--- config.mk ---
export PLATFORM = sky130hd
export DESIGN_NAME = alu_rr_scheduler
export DESIGN_NICKNAME = d
export VERILOG_FILES = /design/src/rtl/alu_rr_scheduler.sv
export SDC_FILE = /design/constraint.sdc
export NUM_CORES = 1
export LEC_CHECK = 0
export CORE_AREA = 5 5 314 316
export DETAILED_ROUTE_END_ITERATION = 12
export DIE_AREA = 0 0 319 321
export HOLD_SLACK_MARGIN = 0.15
export PLACE_DENSITY = 0.3
export RECOVER_POWER = 100
export SKIP_LAST_GASP = 1
export SLEW_MARGIN = 30
export SYNTH_ARGS = -nofsm -noshare
export SYNTH_HDL_FRONTEND = slang
export SYNTH_SLANG_ARGS = --single-unit
--- constraint.sdc ---
create_clock -name clk -period 3.7 [get_ports clk]
set_input_delay 0.555 -clock clk [delete_from_list [all_inputs] [get_ports clk]]
set_output_delay 0.555 -clock clk [all_outputs]
set_load 0.05 [all_outputs]
--- src/rtl/alu_rr_scheduler.sv ---
// Round-robin front end for one shared pipelined ALU: grants one requester per cycle and
// routes each result back to its owner through a latency-matched tag pipe.
module alu_rr_scheduler #(
    parameter int unsigned NUM_REQ = 4,
    parameter int unsigned W       = 64,
    parameter int unsigned LATENCY = 2,
    localparam int unsigned IdW    = $clog2(NUM_REQ),
    localparam int unsigned InfW   = $clog2(LATENCY + 1) + 1
) (
    input  logic                 clk,
    input  logic                 rst_n,
    input  logic [NUM_REQ-1:0]   req_valid,
    output logic [NUM_REQ-1:0]   req_ready,
    input  logic [4*NUM_REQ-1:0] req_opcode,
    input  logic [W*NUM_REQ-1:0] req_a,
    input  logic [W*NUM_REQ-1:0] req_b,
    output logic [3:0]           alu_opcode,
    output logic [W-1:0]         alu_in1,
    output logic [W-1:0]         alu_in2,
    output logic [4:0]           alu_shift,
    input  logic [W-1:0]         alu_result,
    input  logic                 alu_carry,
    output logic                 resp_valid,
    output logic [IdW-1:0]       resp_id,
    output logic [W-1:0]         resp_result,
    output logic                 resp_carry,
    output logic                 resp_err,
    input  logic                 drain_req,
    output logic                 drain_done,
    output logic [InfW-1:0]      inflight
);

    localparam int unsigned Last = LATENCY - 1;

    typedef enum logic [1:0] {StRun, StDrain, StHalt} state_e;

    state_e          state_q, state_d;
    logic [IdW-1:0]  rr_ptr_q, rr_ptr_d;
    logic [InfW-1:0] inflight_q, inflight_d;

    logic            tag_vld_q [LATENCY];
    logic [IdW-1:0]  tag_id_q  [LATENCY];
    logic [3:0]      tag_op_q  [LATENCY];

    logic [IdW-1:0]  cand [NUM_REQ];
    logic            grant_en;
    logic            grant_vld;
    logic [IdW-1:0]  grant_id;
    logic            xfer;

    // Search order starting at rr_ptr, wrapping modulo NUM_REQ.
    always_comb begin
        for (int k = 0; k < int'(NUM_REQ); k++) begin
            cand[k] = IdW'((int'(rr_ptr_q) + k) % int'(NUM_REQ));
        end
    end

    always_comb begin
        grant_vld = 1'b0;
        grant_id  = '0;
        for (int k = 0; k < int'(NUM_REQ); k++) begin
            if (!grant_vld && req_valid[cand[k]]) begin
                grant_vld = 1'b1;
                grant_id  = cand[k];
            end
        end
    end

    assign xfer = grant_en && grant_vld;

    always_comb begin
        req_ready = '0;
        if (xfer) begin
            req_ready[grant_id] = 1'b1;
        end
    end

    // Idle issue slot presents an illegal opcode so the ALU produces 0 and holds carry.
    always_comb begin
        alu_opcode = 4'hF;
        alu_in1    = '0;
        alu_in2    = '0;
        if (xfer) begin
            alu_opcode = req_opcode[grant_id*4 +: 4];
            alu_in1    = req_a[grant_id*W +: W];
            alu_in2    = req_b[grant_id*W +: W];
        end
    end

    assign alu_shift = '0;

    always_comb begin
        rr_ptr_d = rr_ptr_q;
        if (xfer) begin
            if (int'(grant_id) == int'(NUM_REQ) - 1) begin
                rr_ptr_d = '0;
            end else begin
                rr_ptr_d = grant_id + 1'b1;
            end
        end
    end

    always_comb begin
        inflight_d = inflight_q;
        case ({xfer, resp_valid})
            2'b10:   inflight_d = inflight_q + InfW'(1);
            2'b01:   inflight_d = inflight_q - InfW'(1);
            default: inflight_d = inflight_q;
        endcase
    end

    always_ff @(posedge clk) begin
        if (!rst_n) begin
            rr_ptr_q   <= '0;
            inflight_q <= '0;
        end else begin
            rr_ptr_q   <= rr_ptr_d;
            inflight_q <= inflight_d;
        end
    end

    always_ff @(posedge clk) begin
        if (!rst_n) begin
            for (int i = 0; i < int'(LATENCY); i++) begin
                tag_vld_q[i] <= 1'b0;
                tag_id_q[i]  <= '0;
                tag_op_q[i]  <= '0;
            end
        end else begin
            tag_vld_q[0] <= xfer;
            tag_id_q[0]  <= grant_id;
            tag_op_q[0]  <= alu_opcode;
            for (int i = 1; i < int'(LATENCY); i++) begin
                tag_vld_q[i] <= tag_vld_q[i-1];
                tag_id_q[i]  <= tag_id_q[i-1];
                tag_op_q[i]  <= tag_op_q[i-1];
            end
        end
    end

    // Final tag stage lines up with the ALU result register.
    always_comb begin
        resp_valid  = tag_vld_q[Last];
        resp_id     = resp_valid ? tag_id_q[Last] : '0;
        resp_result = resp_valid ? alu_result : '0;
        resp_carry  = resp_valid && (tag_op_q[Last][3:1] == 3'd0) && alu_carry;
        resp_err    = resp_valid && (tag_op_q[Last] > 4'd3);
    end

    assign inflight = inflight_q;

    // FSM: state register
    always_ff @(posedge clk) begin
        if (!rst_n) begin
            state_q <= StRun;
        end else begin
            state_q <= state_d;
        end
    end

    // FSM: next state
    always_comb begin
        state_d = state_q;
        unique case (state_q)
            StRun: begin
                if (drain_req) state_d = StDrain;
            end
            StDrain: begin
                if (!drain_req) begin
                    state_d = StRun;
                end else if (inflight_d == '0) begin
                    state_d = StHalt;
                end
            end
            StHalt: begin
                if (!drain_req) state_d = StRun;
            end
            default: state_d = StRun;
        endcase
    end

    // FSM: outputs
    always_comb begin
        grant_en   = rst_n && (state_q == StRun) && !drain_req;
        drain_done = (state_q == StHalt);
    end

endmodule

==> results of run 1 <==
power breakdown:
group | switching, mW | leakage (nW) | total [mW] | internal [mW]
Combinational | 1.51 | 6.68 | 2.90 | 1.39
Clock | 0.0815 | 0.0372 | 0.228 | 0.146
Sequential | 0.0117 | 0.157 | 0.231 | 0.220
Total | 1.60 | 6.87 | 3.35 | 1.75
worst paths after layout:
kind	start	end	slack, ps	cells after the start
min reg2reg	tag_id_q[0][1]	tag_id_q[0][3]	430	1
min	tag_id_q[0][1]	tag_id_q[0][3]	430	1
max reg2reg	state_q[0]	state_q[0]	960	12
max	req_valid[1]	alu_in1[20]	130	10
stage by stage:
stage	worst slack, ps	power, mW	util	cell area (um^2)
6_report	135	3.35	0.181	17300
5_1_grt	-43.5	3.56	0.181	17300
4_1_cts	-35.1	3.40	0.180	17200
3_5_place_dp	-308	3.13	0.178	17100
3_3_place_gp	-312	3.12	0.178	17100
2_1_floorplan	106	1.45	-	5830
repair_timing:
action | CTS | global route
buffers inserted | 0 | 1
cloned | 1 | 0
resized for setup | 7 | 14
pin swaps | 0 | 0
setup endpoints to repair | 14 | 45
cells in the mapped netlist, drive strengths merged:
| cell type | instances | area share |
|---|---|---|
| nand2 | 261 | 0.17 |
| and3 | 134 | 0.14 |
| a211oi | 132 | 0.17 |
| a311oi | 131 | 0.20 |
| clkbuf | 82 | 0.053 |
| and2 | 78 | 0.084 |
| buf | 47 | 0.049 |
| dfxtp | 19 | 0.065 |
| inv | 10 | 0.0065 |
| nor2 | 10 | 0.0065 |
| ha | 5 | 0.011 |
| a31oi | 4 | 0.0043 |
| a2111oi | 3 | 0.0052 |
| a21oi | 3 | 0.0026 |
| mux2i | 3 | 0.0052 |
| nand2b | 2 | 0.0022 |
| nor4 | 2 | 0.0022 |
| xor2 | 2 | 0.0030 |
| a211o | 1 | 0.0015 |
| a21boi | 1 | 0.0019 |
| a21o | 1 | 0.0013 |
| conb | 1 | 0.00065 |
| fa | 1 | 0.0034 |
| nor2b | 1 | 0.0011 |
| o21a | 1 | 0.0013 |
| o21ai | 1 | 0.00086 |
| o221ai | 1 | 0.0026 |
| o22ai | 1 | 0.0011 |
| o2bb2ai | 1 | 0.0015 |
| or3 | 1 | 0.0011 |
| xnor2 | 1 | 0.0015 |
critical path, stage by stage:
cell             delay (ps)
clkdlybuf4s50_1         500
nand2b_1                190
a21oi_1                  90
a211o_2                 420
inv_8                    90
buf_12                  160
buf_4                   240
a211oi_1                 70
a311oi_1                460
buf_12                  200
cells by family after synthesis:
family,synth area share
simple gates,0.410
other cells,0.000645
flops,0.0654
buf+inv,0.108
compound gates,0.392
mux,0.00517
xor+xnor,0.00452
fa+ha+maj,0.0142
flip-flops by register name (all words and copies together) (netlist names):
register / count
inflight: 3
tag_id_q: 4
state_q: 2
tag_op_q: 6
rr_ptr_q: 2
tag_vld_q: 2
cell type report:
class,instances,area [um^2],share of cell area
timing repair buffer,951,10200,0.592
sequential,19,382,0.0220
clock inverter,1,7.51,0.000434
inverter,10,63.8,0.00369
multi-input combinational,787,4910,0.284
antenna,11,27.5,0.00159
clock buffer,3,75.1,0.00434
tap,1276,1600,0.0922
metal layers:
metal  global-route usage  part of all wire
met5                    0            0.0012
met4              0.00785            0.0071
met3               0.0416             0.085
met2                0.228              0.51
met1                0.144              0.40
==> results by group, run 1 <==
Detailed routing
  • Post-DR vias/cell: about 3.6
  • Routed wire length: between 60 and 70 mm
  • Vias post-DR: ~11000
  • DRT iter0 DRCs: approximately 500
  • DRC: 0
  • Mean routed wirelength per cell: between 20 and 25 um
  • DRT Pass-1 Iters: 5
  • Post-DRT Antenna Nets: 0

Run status
  • Status: finished, final reports clean

Placement
  • I/O Buffers: just over 800
  • Hpwl dp: 56.3 mm
  • GP Congestion: about 0.85
  • Placed insts: 3041

Timing
  • Hold violation total from the final report: 0
  • Worst slew pin tran: approximately 640 ps
  • Hold_ws: 431 ps
  • Fin. max-slew vios: 0
  • Max frequency: between 200 and 300 MHz
  • Clk_skew: between 3 and 4 ps
  • Final min period: roughly 3600 ps
  • # setup viols final: 0
  • TNS Setup: 0 ps
  • Rel. slew slack: 0.571
  • RSZ-0062 raised after global routing: true
  • Period utilization: 0.964

Synthesis
  • Post-Syn Instances: approximately 940
  • Cell variety after synth: 34
  • Sequential fraction of the synthesis area: 0.0654
  • #FFs+latches synth: 19
  • Synthesized area per cell: roughly 6 um^2
  • Mapped cell area: 5810 um^2
  • Synth warnings: 0

Setup path
  • Crit-path max FO: 15
  • CP startpoint kind: input pin
  • Critical path class: in2out
  • Critical Path RT: roughly 3100 ps
  • Setup crit end kind: primary output
  • Critical path arrival: around 3000 ps

Power
  • Leakage: a little under 7 nW
  • Pwr dens: about 190 nW/um^2
  • Maximum VDD drop: about 120 uV

Clock network
  • Worst-case clock buffer depth: 2
  • Clock transition at path regs: approximately 60 ps
  • CTS tree: built
  • CTS Sinks: 19
  • Root buf cell: clkbuf_16
  • Cts bufs inserted: 3
  • H-tree depth: 1
  • Clock Latency Late Sink: around 250 ps
  • CTS Hold Bufs: 0

Floorplanning
  • Die Footprint: ~100000 um^2
  • Core Area: 95700 um^2
  • Initial core utilization: 0.0607
  • Ports: 814
  • Row count: around 110
  • Die X: around 320 um
  • Height of the die: 321 um

Layout
  • Fin cells: 3058
  • Nets: between 2000 and 2500
  • Commonest non-fill, non-tap cell in the layout: clkdlybuf4s50_1
  • Commonest non-fill, non-tap cells in the layout: clkdlybuf4s50_1 (613), nand2_1 (261), buf_4 (165)
  • Share of cells above drive strength 1: 0.173
  • Fillers: ~11000
  • P&R area growth vs syn: 198%

Run
  • Max-cap violations: 0

GRT
  • Initial antenna violation count: 26
  • Largest net degree at the start of global routing: 77
  • Vias in the first global route: 11846
  • GRT overflow: 0
  • Global-route wire length before repair: ~93 mm
  • Tot GR Track Use: 0.123

Worst hold path
  • Hold Path Class: reg2reg
(Power assumes the default switching activity.)
==> run 2: changes to the inputs <==
Settings changed: CORE_AREA 5 5 314 316 to 5 5 317 319, DIE_AREA 0 0 319 321 to 0 0 322 324, DONT_BUFFER_PORTS from default to 1.
==> results by group, run 2 (synthesized netlist as in run 1, its figures left out) <==
Floorplanning
  • Ports: between 800 and 900
  • Initial core utilization: 0.0596
  • Core Area: ~100000 um^2
  • Die Footprint: approximately 100000 um^2
  • Row count: approximately 120
  • Height of the die: about 320 um
  • Die X: ~320 um

GRT
  • Most Crowded Layer GR: met2
  • Initial antenna violation count: 25
  • Tot GR Track Use: 0.0906
  • GRT overflow: 0
  • Grt met1 use: 0.101
  • GRT met2 Usage: 0.173
  • Global-route wire length before repair: 68.8 mm
  • Vias in the first global route: 8537
  • GRT met3 Usage: 0.0208
  • Largest net degree at the start of global routing: 76

Timing
  • Fin. max-slew vios: 0
  • Final min period: between 3000 and 4000 ps
  • # setup viols final: 0
  • Max frequency: between 200 and 300 MHz
  • TNS Setup: 0 ps
  • Rel. slew slack: 0.240
  • Worst slew pin tran: 1140 ps
  • Hold_ws: about 420 ps
  • Clk_skew: roughly 3.6 ps
  • Final setup margin: ~260 ps
  • Hold violation total from the final report: 0
  • RSZ-0062 raised after global routing: false
  • Period utilization: 0.928

Setup path
  • Critical path arrival: 2880 ps
  • Critical Path Max Stage Delay: 460 ps
  • Critical path class: reg2out
  • Crit path max-delay family: buffers and inverters
  • Critical Path RT: approximately 3100 ps
  • Setup crit end kind: primary output
  • CP max stage cell: clkbuf_2
  • CP Buf/Inv Count: 3
  • CP startpoint kind: flip-flop
  • Crit-path max FO: 46
  • Most numerous cell on the critical path: clkbuf_2
  • Critical path cell sequence: nand2b_1 > a21oi_1 > a211o_1 > inv_8 > clkbuf_2 > a211oi_1 > a311oi_2 > clkbuf_2

Clock network
  • H-tree depth: 1
  • Setup repair bufs after CTS: 0
  • Post-cts sizing count: 0
  • Root buf cell: clkbuf_16
  • CTS Hold Bufs: 0
  • Clock Latency Late Sink: around 260 ps
  • Clock transition at path regs: 60 ps
  • CTS tree: built
  • CTS Sinks: 19
  • Cts bufs inserted: 3
  • Worst-case clock buffer depth: 2

Layout
  • Max FFs per register: 6
  • Commonest non-fill, non-tap cells in the layout: nand2_1 (261), and3_1 (134), a211oi_1 (132)
  • P&R area growth vs syn: 63.0%
  • Fin cells: about 2300
  • Share of cells above drive strength 1: 0.332
  • Commonest non-fill, non-tap cell in the layout: nand2_1
  • Nets: 1645
  • Biggest register: tag_op_q

Placement
  • I/O Buffers: 0
  • Placed insts: ~2300
  • GP Congestion: 0.845
  • Hpwl dp: roughly 46 mm
  • Place WS: between 400 and 500 ps

Detailed routing
  • Post-DR vias/cell: about 3.6
  • DRC: 0
  • Post-DRT Antenna Nets: 0
  • Vias post-DR: around 8400
  • DRT Pass-1 Iters: 5
  • Routed wire length: between 50 and 60 mm
  • Mean routed wirelength per cell: 22.8 um
  • DRT iter0 DRCs: 400

Power
  • Pwr dens: around 260 nW/um^2
  • Maximum VDD drop: around 120 uV
  • Final total power: between 2 and 2.5 mW
  • Leakage: 3.38 nW

Worst hold path
  • Hold Path Class: in2reg

Run status
  • Status: finished, final reports clean

Run
  • Max-cap violations: 0
## run 2: cell types whose count changed in the layout (fill, tap and decap cells not counted), sizes merged
cell           before  now
dlygate4sd3        59    0
diode              11   15
buf               279  128
clkdlybuf4s50     613    0
clkbuf              3   93
## run 2: cell type report
class	instances	area, um^2
Fill cell	11516	88100
Tap cell	1287	1610
Inverter	10	60.1
Sequential cell	19	380
Antenna cell	15	37.5
Clock buffer	3	75.1
Multi-Input combinational cell	787	5630
Timing Repair Buffer	218	1670
Clock inverter	1	7.51
## run 2: where the power goes
part / total (mW) / switching, mW / internal, mW
Sequential: 0.245 / 0.0259 / 0.220
Combinational: 1.94 / 1.39 / 0.554
Clock: 0.237 / 0.0903 / 0.146
## run 2: path summary, 6_finish.rpt
check,cells past startpoint,from,endpoint,slack [ps]
hold reg to reg,1,tag_id_q[0][1],tag_id_q[0][3],440
setup / recovery,8,rr_ptr_q[0],alu_in1[17],260
setup reg to reg,12,state_q[0],state_q[1],990
hold / removal,2,drain_req,state_q[1],420
## run 2: through the flow
step	util	cell area, um^2
after floorplan	-	5830
after global placement	0.0986	9620
after detailed placement	0.0986	9620
after CTS	0.0994	9700
after global routing	0.0969	9450
final	0.0971	9470
## run 2: routing by layer
| metal | vias up | routed length [um] |
|---|---|---|
| met5 | - | 94 |
| met4 | 14 | 1360 |
| met3 | 70 | 4050 |
| met2 | 517 | 28400 |
| met1 | 4101 | 19500 |
| li1 | 3729 | - |
